`config.mk`:
```
export PLATFORM = sky130hd
export DESIGN_NAME = wb_regfile
export DESIGN_NICKNAME = d
export VERILOG_FILES = /design/src/rtl/wb_regfile.sv
export SDC_FILE = /design/constraint.sdc
export NUM_CORES = 2
export LEC_CHECK = 0
export ABC_AREA = 1
export ABC_CLOCK_PERIOD_IN_PS = 3900
export CORE_UTILIZATION = 40
export DETAILED_ROUTE_END_ITERATION = 16
export SETUP_SLACK_MARGIN = 0.5
export SKIP_LAST_GASP = 1
export SLEW_MARGIN = 20
export SYNTH_ARGS = -nofsm -noshare
export SYNTH_HDL_FRONTEND = slang
export SYNTH_SLANG_ARGS = --single-unit
```
`constraint.sdc`:
```
create_clock -name clk -period 3.9 [get_ports clk]
set_input_delay 1.17 -clock clk [delete_from_list [all_inputs] [get_ports clk]]
set_output_delay 1.17 -clock clk [all_outputs]
set_load 0.02 [all_outputs]
```
`src/rtl/wb_regfile.sv`:
```
// -----------------------------------------------------------------------------
// wb_regfile
// Write-back stage and 2**ADDR_W-entry architectural register file for the
// 5-stage MIPS pipeline.
//
// Ports:
//   clk, rst_n           clock (rising edge), asynchronous active-low reset
//   MemtoReg, RegWrite   MEM/WB control: data select and write enable
//   MemData, ALU_result  MEM/WB data candidates for write-back
//   WriteReg             destination register index
//   ReadReg1/2           ID-stage source indices (rs, rt)
//   ReadData1/2          ID-stage read values; the in-flight write is bypassed
//                        when BYPASS=1
//   WriteData            selected write-back value for EX forwarding
//   wb_valid             current WB instruction commits a register write
//   dbg_addr, dbg_data   debug read port; array contents only, no bypass
//   wb_count             number of committed register writes (wraps)
// -----------------------------------------------------------------------------
module wb_regfile #(
  parameter int DATA_W = 32,
  parameter int ADDR_W = 5,
  parameter int BYPASS = 1,
  parameter int CNT_W  = 32
) (
  input  logic              clk,
  input  logic              rst_n,
  input  logic              MemtoReg,
  input  logic              RegWrite,
  input  logic [DATA_W-1:0] MemData,
  input  logic [DATA_W-1:0] ALU_result,
  input  logic [ADDR_W-1:0] WriteReg,
  input  logic [ADDR_W-1:0] ReadReg1,
  input  logic [ADDR_W-1:0] ReadReg2,
  output logic [DATA_W-1:0] ReadData1,
  output logic [DATA_W-1:0] ReadData2,
  output logic [DATA_W-1:0] WriteData,
  output logic              wb_valid,
  input  logic [ADDR_W-1:0] dbg_addr,
  output logic [DATA_W-1:0] dbg_data,
  output logic [CNT_W-1:0]  wb_count
);

  localparam int                NREG   = 2 ** ADDR_W;
  localparam bit                BYP_EN = (BYPASS != 32'sd0);
  localparam logic [ADDR_W-1:0] ZERO_A = {ADDR_W{1'b0}};
  localparam logic [DATA_W-1:0] ZERO_D = {DATA_W{1'b0}};
  localparam logic [CNT_W-1:0]  ZERO_C = {CNT_W{1'b0}};
  localparam logic [CNT_W-1:0]  ONE_C  = {{(CNT_W-1){1'b0}}, 1'b1};

  logic [DATA_W-1:0] regs_q [NREG];
  logic [DATA_W-1:0] regs_d [NREG];
  logic [CNT_W-1:0]  cnt_q;
  logic [CNT_W-1:0]  cnt_d;

  // Write-back data select and commit qualifier (register 0 never commits).
  always_comb begin
    if (MemtoReg) begin
      WriteData = MemData;
    end else begin
      WriteData = ALU_result;
    end
    wb_valid = RegWrite && (WriteReg != ZERO_A);
  end

  // Next-state of the array and the retired-write counter.
  always_comb begin
    regs_d = regs_q;
    if (wb_valid) begin
      regs_d[WriteReg] = WriteData;
      cnt_d            = cnt_q + ONE_C;
    end else begin
      cnt_d            = cnt_q;
    end
    // Entry 0 is pinned to zero so it can never hold anything else.
    regs_d[0] = ZERO_D;
  end

  // Array and counter state; reset clears everything without waiting for clk.
  always_ff @(posedge clk or negedge rst_n) begin
    if (!rst_n) begin
      for (int i = 0; i < NREG; i++) begin
        regs_q[i] <= ZERO_D;
      end
      cnt_q <= ZERO_C;
    end else begin
      regs_q <= regs_d;
      cnt_q  <= cnt_d;
    end
  end

  // ID read ports: index 0 forces zero; otherwise the in-flight write is
  // forwarded ahead of the array so ID never sees the pre-write value.
  always_comb begin
    if (ReadReg1 == ZERO_A) begin
      ReadData1 = ZERO_D;
    end else if (BYP_EN && wb_valid && (WriteReg == ReadReg1)) begin
      ReadData1 = WriteData;
    end else begin
      ReadData1 = regs_q[ReadReg1];
    end

    if (ReadReg2 == ZERO_A) begin
      ReadData2 = ZERO_D;
    end else if (BYP_EN && wb_valid && (WriteReg == ReadReg2)) begin
      ReadData2 = WriteData;
    end else begin
      ReadData2 = regs_q[ReadReg2];
    end
  end

  // Debug port reads committed state only.
  always_comb begin
    if (dbg_addr == ZERO_A) begin
      dbg_data = ZERO_D;
    end else begin
      dbg_data = regs_q[dbg_addr];
    end
  end

  assign wb_count = cnt_q;

endmodule

```
---- After elaboration in Yosys (flattened, before gate mapping) ----
Index checks and enable logic that the tools add are counted.
cells by class
  $add $sub $neg .......................... 1
  multiply operators ...................... 0
  divide/modulo/power cells ............... 0
  $lt $le $gt $ge ......................... 5
  equal/unequal tests ..................... 2
  shifts and indexed selects .............. 0
  muxes and demuxes ....................... 18
  bitwise gates (word level) .............. 4
  reductions and logical operators ........ 8
operators with widths
  cell                                                                  count
  1024-bit bitwise mux                                                  1
  32-bit binary-select mux with 5-bit select                            3
  32-bit 2-to-1 mux                                                     13
  32-bit demux with 5-bit select                                        1
  32-bit by 1-bit adder with 32-bit output, second input constant       1
  6-bit greater-or-equal comparator, second input constant              4
  5-bit inverter with 6-bit output                                      4
  5-bit logical NOT                                                     3
  5-bit == test                                                         2
  6-bit by 1-bit < comparator with 1-bit output, second input constant  1
  5-bit nonzero test                                                    1
  1-bit logical AND                                                     4
storage, ports and cells
  bits in registers ....................... 1024
  latch bits .............................. 0
  bits in writable memories ............... 0
  memory bits (read-only) ................. 0
  input port bits ......................... 88
  output and inout port bits .............. 161
  word-level logic and storage cells ...... 70
  memories ................................ 0

---- Depth between registers and ports, before layout ----
  word-level depth ........................ 6
  depth in mapped cells ................... 12
  gate-level depth less buffers ........... 9

---- Least setup slack after synthesis ----
OpenSTA, ideal clock, no wires.
  path type ............................... input to output
  from .................................... in WriteReg[4]
  to ...................................... out ReadData2[21]
  data arrival time ....................... 2.475 ns
  required time ........................... 2.730 ns
  slack ................................... 0.255 ns
  stages .................................. 6
  cell sequence ........................... buf_2 > xor2_1 > nor4_2 > clkbuf_1 > nand3_1 > nand2_1
between the ends
  cells in the longest elaborated chain, start to end .. 5
  elaborated cells between the ends (all ways) .. 6
  those cells by class .................... eq/ne (1); mux (2); reduce/logical (3)
ends and longest elaborated chain
  item                   line  text
  start: declaration     31    input logic [ADDR_W-1:0] WriteReg,
  5-bit nonzero test     62    wb_valid = RegWrite && (WriteReg != ZERO_A);
  1-bit logical AND      62
  1-bit logical AND (*)  104   end else if (BYP_EN && wb_valid && (WriteReg == ReadReg2)) begin
  32-bit 2-to-1 mux (*)  104
  32-bit 2-to-1 mux (*)  102   if (ReadReg2 == ZERO_A) begin
  end: declaration       35    output logic [DATA_W-1:0] ReadData2,
Every way passes the cells marked *; elsewhere a longest branch is shown, timed or not.

---- Final worst setup path ----
  from .................................... in ReadReg2[0]
  to ...................................... out ReadData2[26]
between the ends
  cells in the longest elaborated chain, start to end .. 6
  elaborated cells between the ends (all ways) .. 9
  those cells by class .................... eq/ne (1); mux (5); bitwise (1); reduce/logical (2)
ends and longest elaborated chain
  item                                                    line  text
  start: declaration                                      33    input logic [ADDR_W-1:0] ReadReg2,
  5-bit inverter with 6-bit output (not written as such)  107   ReadData2 = regs_q[ReadReg2];
  32-bit binary-select mux with 5-bit select              107
  32-bit 2-to-1 mux (not written as such) (2 in a row)    107
  32-bit 2-to-1 mux                                       104
  32-bit 2-to-1 mux (*)                                   102
Every way passes the cells marked *; elsewhere a longest branch is shown, timed or not. The select of a mux whose other input is x is not followed.

==> impl_metrics.py <==
metrics = {
    "status": {
        "status": "finished with violations",
        "violations": "setup timing",
    },
    "synth": {
        "synth.top_cell.area_share_pct": 37.4,
        "yosys-top-cells-area": "dfrtp_1 37%, nand2_1 19%, nand3_1 16%",
        "syn_area_per_cell_sq_um": 6.43,
        "syn-instance-count": 10666,
        "synthDistinctLibCells": 31,
        "ys_ff_latch": 1024,
        "yosysWarnings": 0,
        "netlist_area_sq_um": 68500,
        "synth_nets": 10755,
        "seq_area_frac_synth_pct": 37.4,
        "synth_area_leader_cell": "dfrtp_1",
    },
    "power_and_ir_drop": {
        "p_int_mw": 25.5,
        "switching_share_pct": 37.3,
        "p_clk_share_pct": 31.1,
        "power_switching_mw": 15.1,
        "leakagePower_nw": 43.7,
        "comb_power_share_pct": 33.8,
        "powerDensity_nw_per_um2": 431,
        "p_seq_share_pct": 35.2,
        "peakVddDrop_uv": 417,
        "total_power_mw": 40.6,
    },
    "drt": {
        "vias_per_cell": 6.18,
        "post-route-drc-count": 0,
        "routed_wl_um": 371000,
        "antenna_left": 0,
        "drt_iter0_drc": 13373,
        "routedWlPerCell_um": 27.4,
        "drtPass1Iterations": 8,
        "via_count": 83826,
    },
    "floorplan": {
        "row_count": 151,
        "die_w_um": 416,
        "core_area_sq_um": 170000,
        "io_pins": 249,
        "initial_core_util_pct": 40.4,
        "dieArea_sq_um": 173000,
        "die_y_um": 416,
    },
    "clock_tree": {
        "root_buffer": "clkbuf_16",
        "clock_sinks": 1024,
        "cts_buffer_depth": 3,
        "clk_pin_slew_worst_paths_ns": 0.07,
        "cts_buffers": 120,
        "cts_tree": "yes",
        "clk_latency_ns": 0.80,
        "htreeDepth": 3,
        "cts_hold_buf": 0,
    },
    "finish": {
        "stdcell_area_sq_um": 94200,
        "area_delta_synth_final_pct": 37.4,
        "mostFrequentLayoutCells": "3190 x nand2_1, 1876 x nand3_1, 1051 x inv_1, 1024 x dfrtp_1, 991 x o21ai_0",
        "final_common_cell": "nand2_1",
        "fin_cells": 13567,
        "drive_gt1_share_pct": 18.9,
        "fin_util_pct": 55.5,
        "nNetsFinal": 11332,
    },
    "placed_design": {
        "dpl.hpwl_um": 224000,
        "dp_slack_ns": -0.809,
        "place.gp.congestion": 0.998,
        "port_buffers": 248,
        "place_area_sq_um": 80200,
        "dpl.cell_count": 13024,
    },
    "critical_path": {
        "rr_worst_depth": 5,
        "regToRegSetupSlack_ns": 1.91,
        "cp.arrival_ns": 2.93,
        "r2r-start": "wb_count[0]$_DFFE_PN0P_",
        "start_kind": "input pin",
        "worstPathMaxFanout": 8,
        "crit_type": "in2out",
        "crit_required_ns": 2.73,
        "rr_endpoint": "wb_count[12]$_DFFE_PN0P_",
        "critPathCaptureType": "output pin",
    },
    "timing": {
        "drv_slew": 0,
        "hold_violations": 0,
        "skew_ns": 0.00368,
        "slew_headroom_pct": 41.9,
        "fin_ws_ns": -0.202,
        "setup_violations": 91,
        "max_freq_ghz": 0.244,
        "grt_setup_unrepaired": "yes",
        "finalCriticalPeriod_ns": 4.10,
        "min_period_over_period_pct": 105,
        "tightest_slew_ns": 0.871,
    },
    "global_route": {
        "antenna_found_initial": 7,
        "grt_pass1_wl_um": 529000,
        "first_global_vias": 78303,
        "overflow": 0,
        "grt_use_total_pct": 41.1,
        "grt_max_degree": 128,
    },
    "run": {
        "drv_cap": 0,
    },
    "worst_hold_path": {
        "hold_path_class": "in2async",
    },
}
[final cells by class]
class	count	area (sq um)
Fill cell	15448	75700
Timing Repair Buffer	1372	18900
Clock buffer	160	3400
Sequential cell	1024	25600
Clock inverter	66	912
Timing Repair inverter	2	46.3
Antenna cell	2	5.00
Multi-Input combinational cell	7644	38300
Tap cell	2218	2780
Inverter	1079	4200
[worst max-delay path: stages]
cell and delay [ns]:
buf_12 0.13, buf_16 0.16, buf_12 0.14, nand2_4 0.06, nand4_1 0.20, nor4_4 0.25, buf_6 0.16, buf_12 0.11
buf_16 0.22, nand3_2 0.10, nand2_2 0.08, buf_4 0.13
[Yosys cell counts]
cell type / instances
inv_2: 19
nor2_1: 52
nor2_2: 12
nand2_1: 3382
buf_1: 118
xnor2_1: 8
clkbuf_2: 2
xor2_1: 16
nand3_1: 2163
o21ai_0: 1063
o211ai_1: 256
nor3b_1: 1
dfrtp_1: 1024
o21ai_1: 194
inv_1: 1059
a21oi_1: 448
bufinv_8: 1
nand2_2: 3
ha_1: 1
nand3b_1: 3
buf_2: 306
nand3_2: 1
nor3_1: 10
buf_4: 25
nor2_4: 9
nor2_8: 5
nand3_4: 2
nor4_2: 1
clkbuf_1: 468
nand4_1: 9
nor3_2: 5
[power groups by stage]
stage	clock [mW]	sequential, mW	combinational, mW
floorplan	0	14.1	7.44
global placement	0	14.3	11.5
detailed placement	0	14.3	11.7
CTS	12.6	14.2	12.8
global route	13.0	14.5	14.8
finish	12.6	14.3	13.7
[flip-flops by register name, indices dropped and copies added (netlist names)]
register / count
regs_q: 992
wb_count: 32
[repair_timing]
item                                    CTS  global route
pin swaps                               227           241
gates cloned                             66            26
resized for setup                      1268           429
setup endpoints to repair               129           129
endpoints found under the hold margin     0             0
buffers inserted                        169            54
[per-stage QoR]
stage | hold slack, ns | setup TNS [ns]
finish | 0.287 | -10.90
floorplan | 0.453 | 0
global route | 0.289 | -14.33
detailed placement | 0.473 | -59.69
global placement | 0.458 | -59.50
CTS | 0.277 | -4.37
[how the worst max path moves through the flow]
stage	start	endpoint	slack, ns	cells after the start
after floorplan	ReadReg2[1]	ReadData2[11]	0.42	8
after global placement	WriteReg[1]	ReadData2[9]	-0.79	10
after detailed placement	WriteReg[1]	ReadData2[27]	-0.81	10
after CTS	dbg_addr[1]	dbg_data[26]	-0.14	13
after global routing	dbg_addr[1]	dbg_data[1]	-0.25	14
final	ReadReg2[0]	ReadData2[26]	-0.20	12
[logic make-up after synthesis]
| kind of cell | count (synthesis) | share of synthesized area (%) |
|---|---|---|
| buffers and inverters | 1998 | 11.7 |
| xor gates and xnor gates | 24 | 0.307 |
| DFF | 1024 | 37.4 |
| adders and majority gates | 1 | 0.0182 |
| and+or+nand+nor | 5658 | 35.4 |
| AOI/OAI and AO/OA | 1961 | 15.3 |
[routing by layer]
metal	part of all wire [%]	track usage [%]
met1	34	49.2
met2	41	60.0
met4	11	36.2
met3	14	11.9
met5	0.034	0
Note: power is estimated with default switching activity, not from simulation.
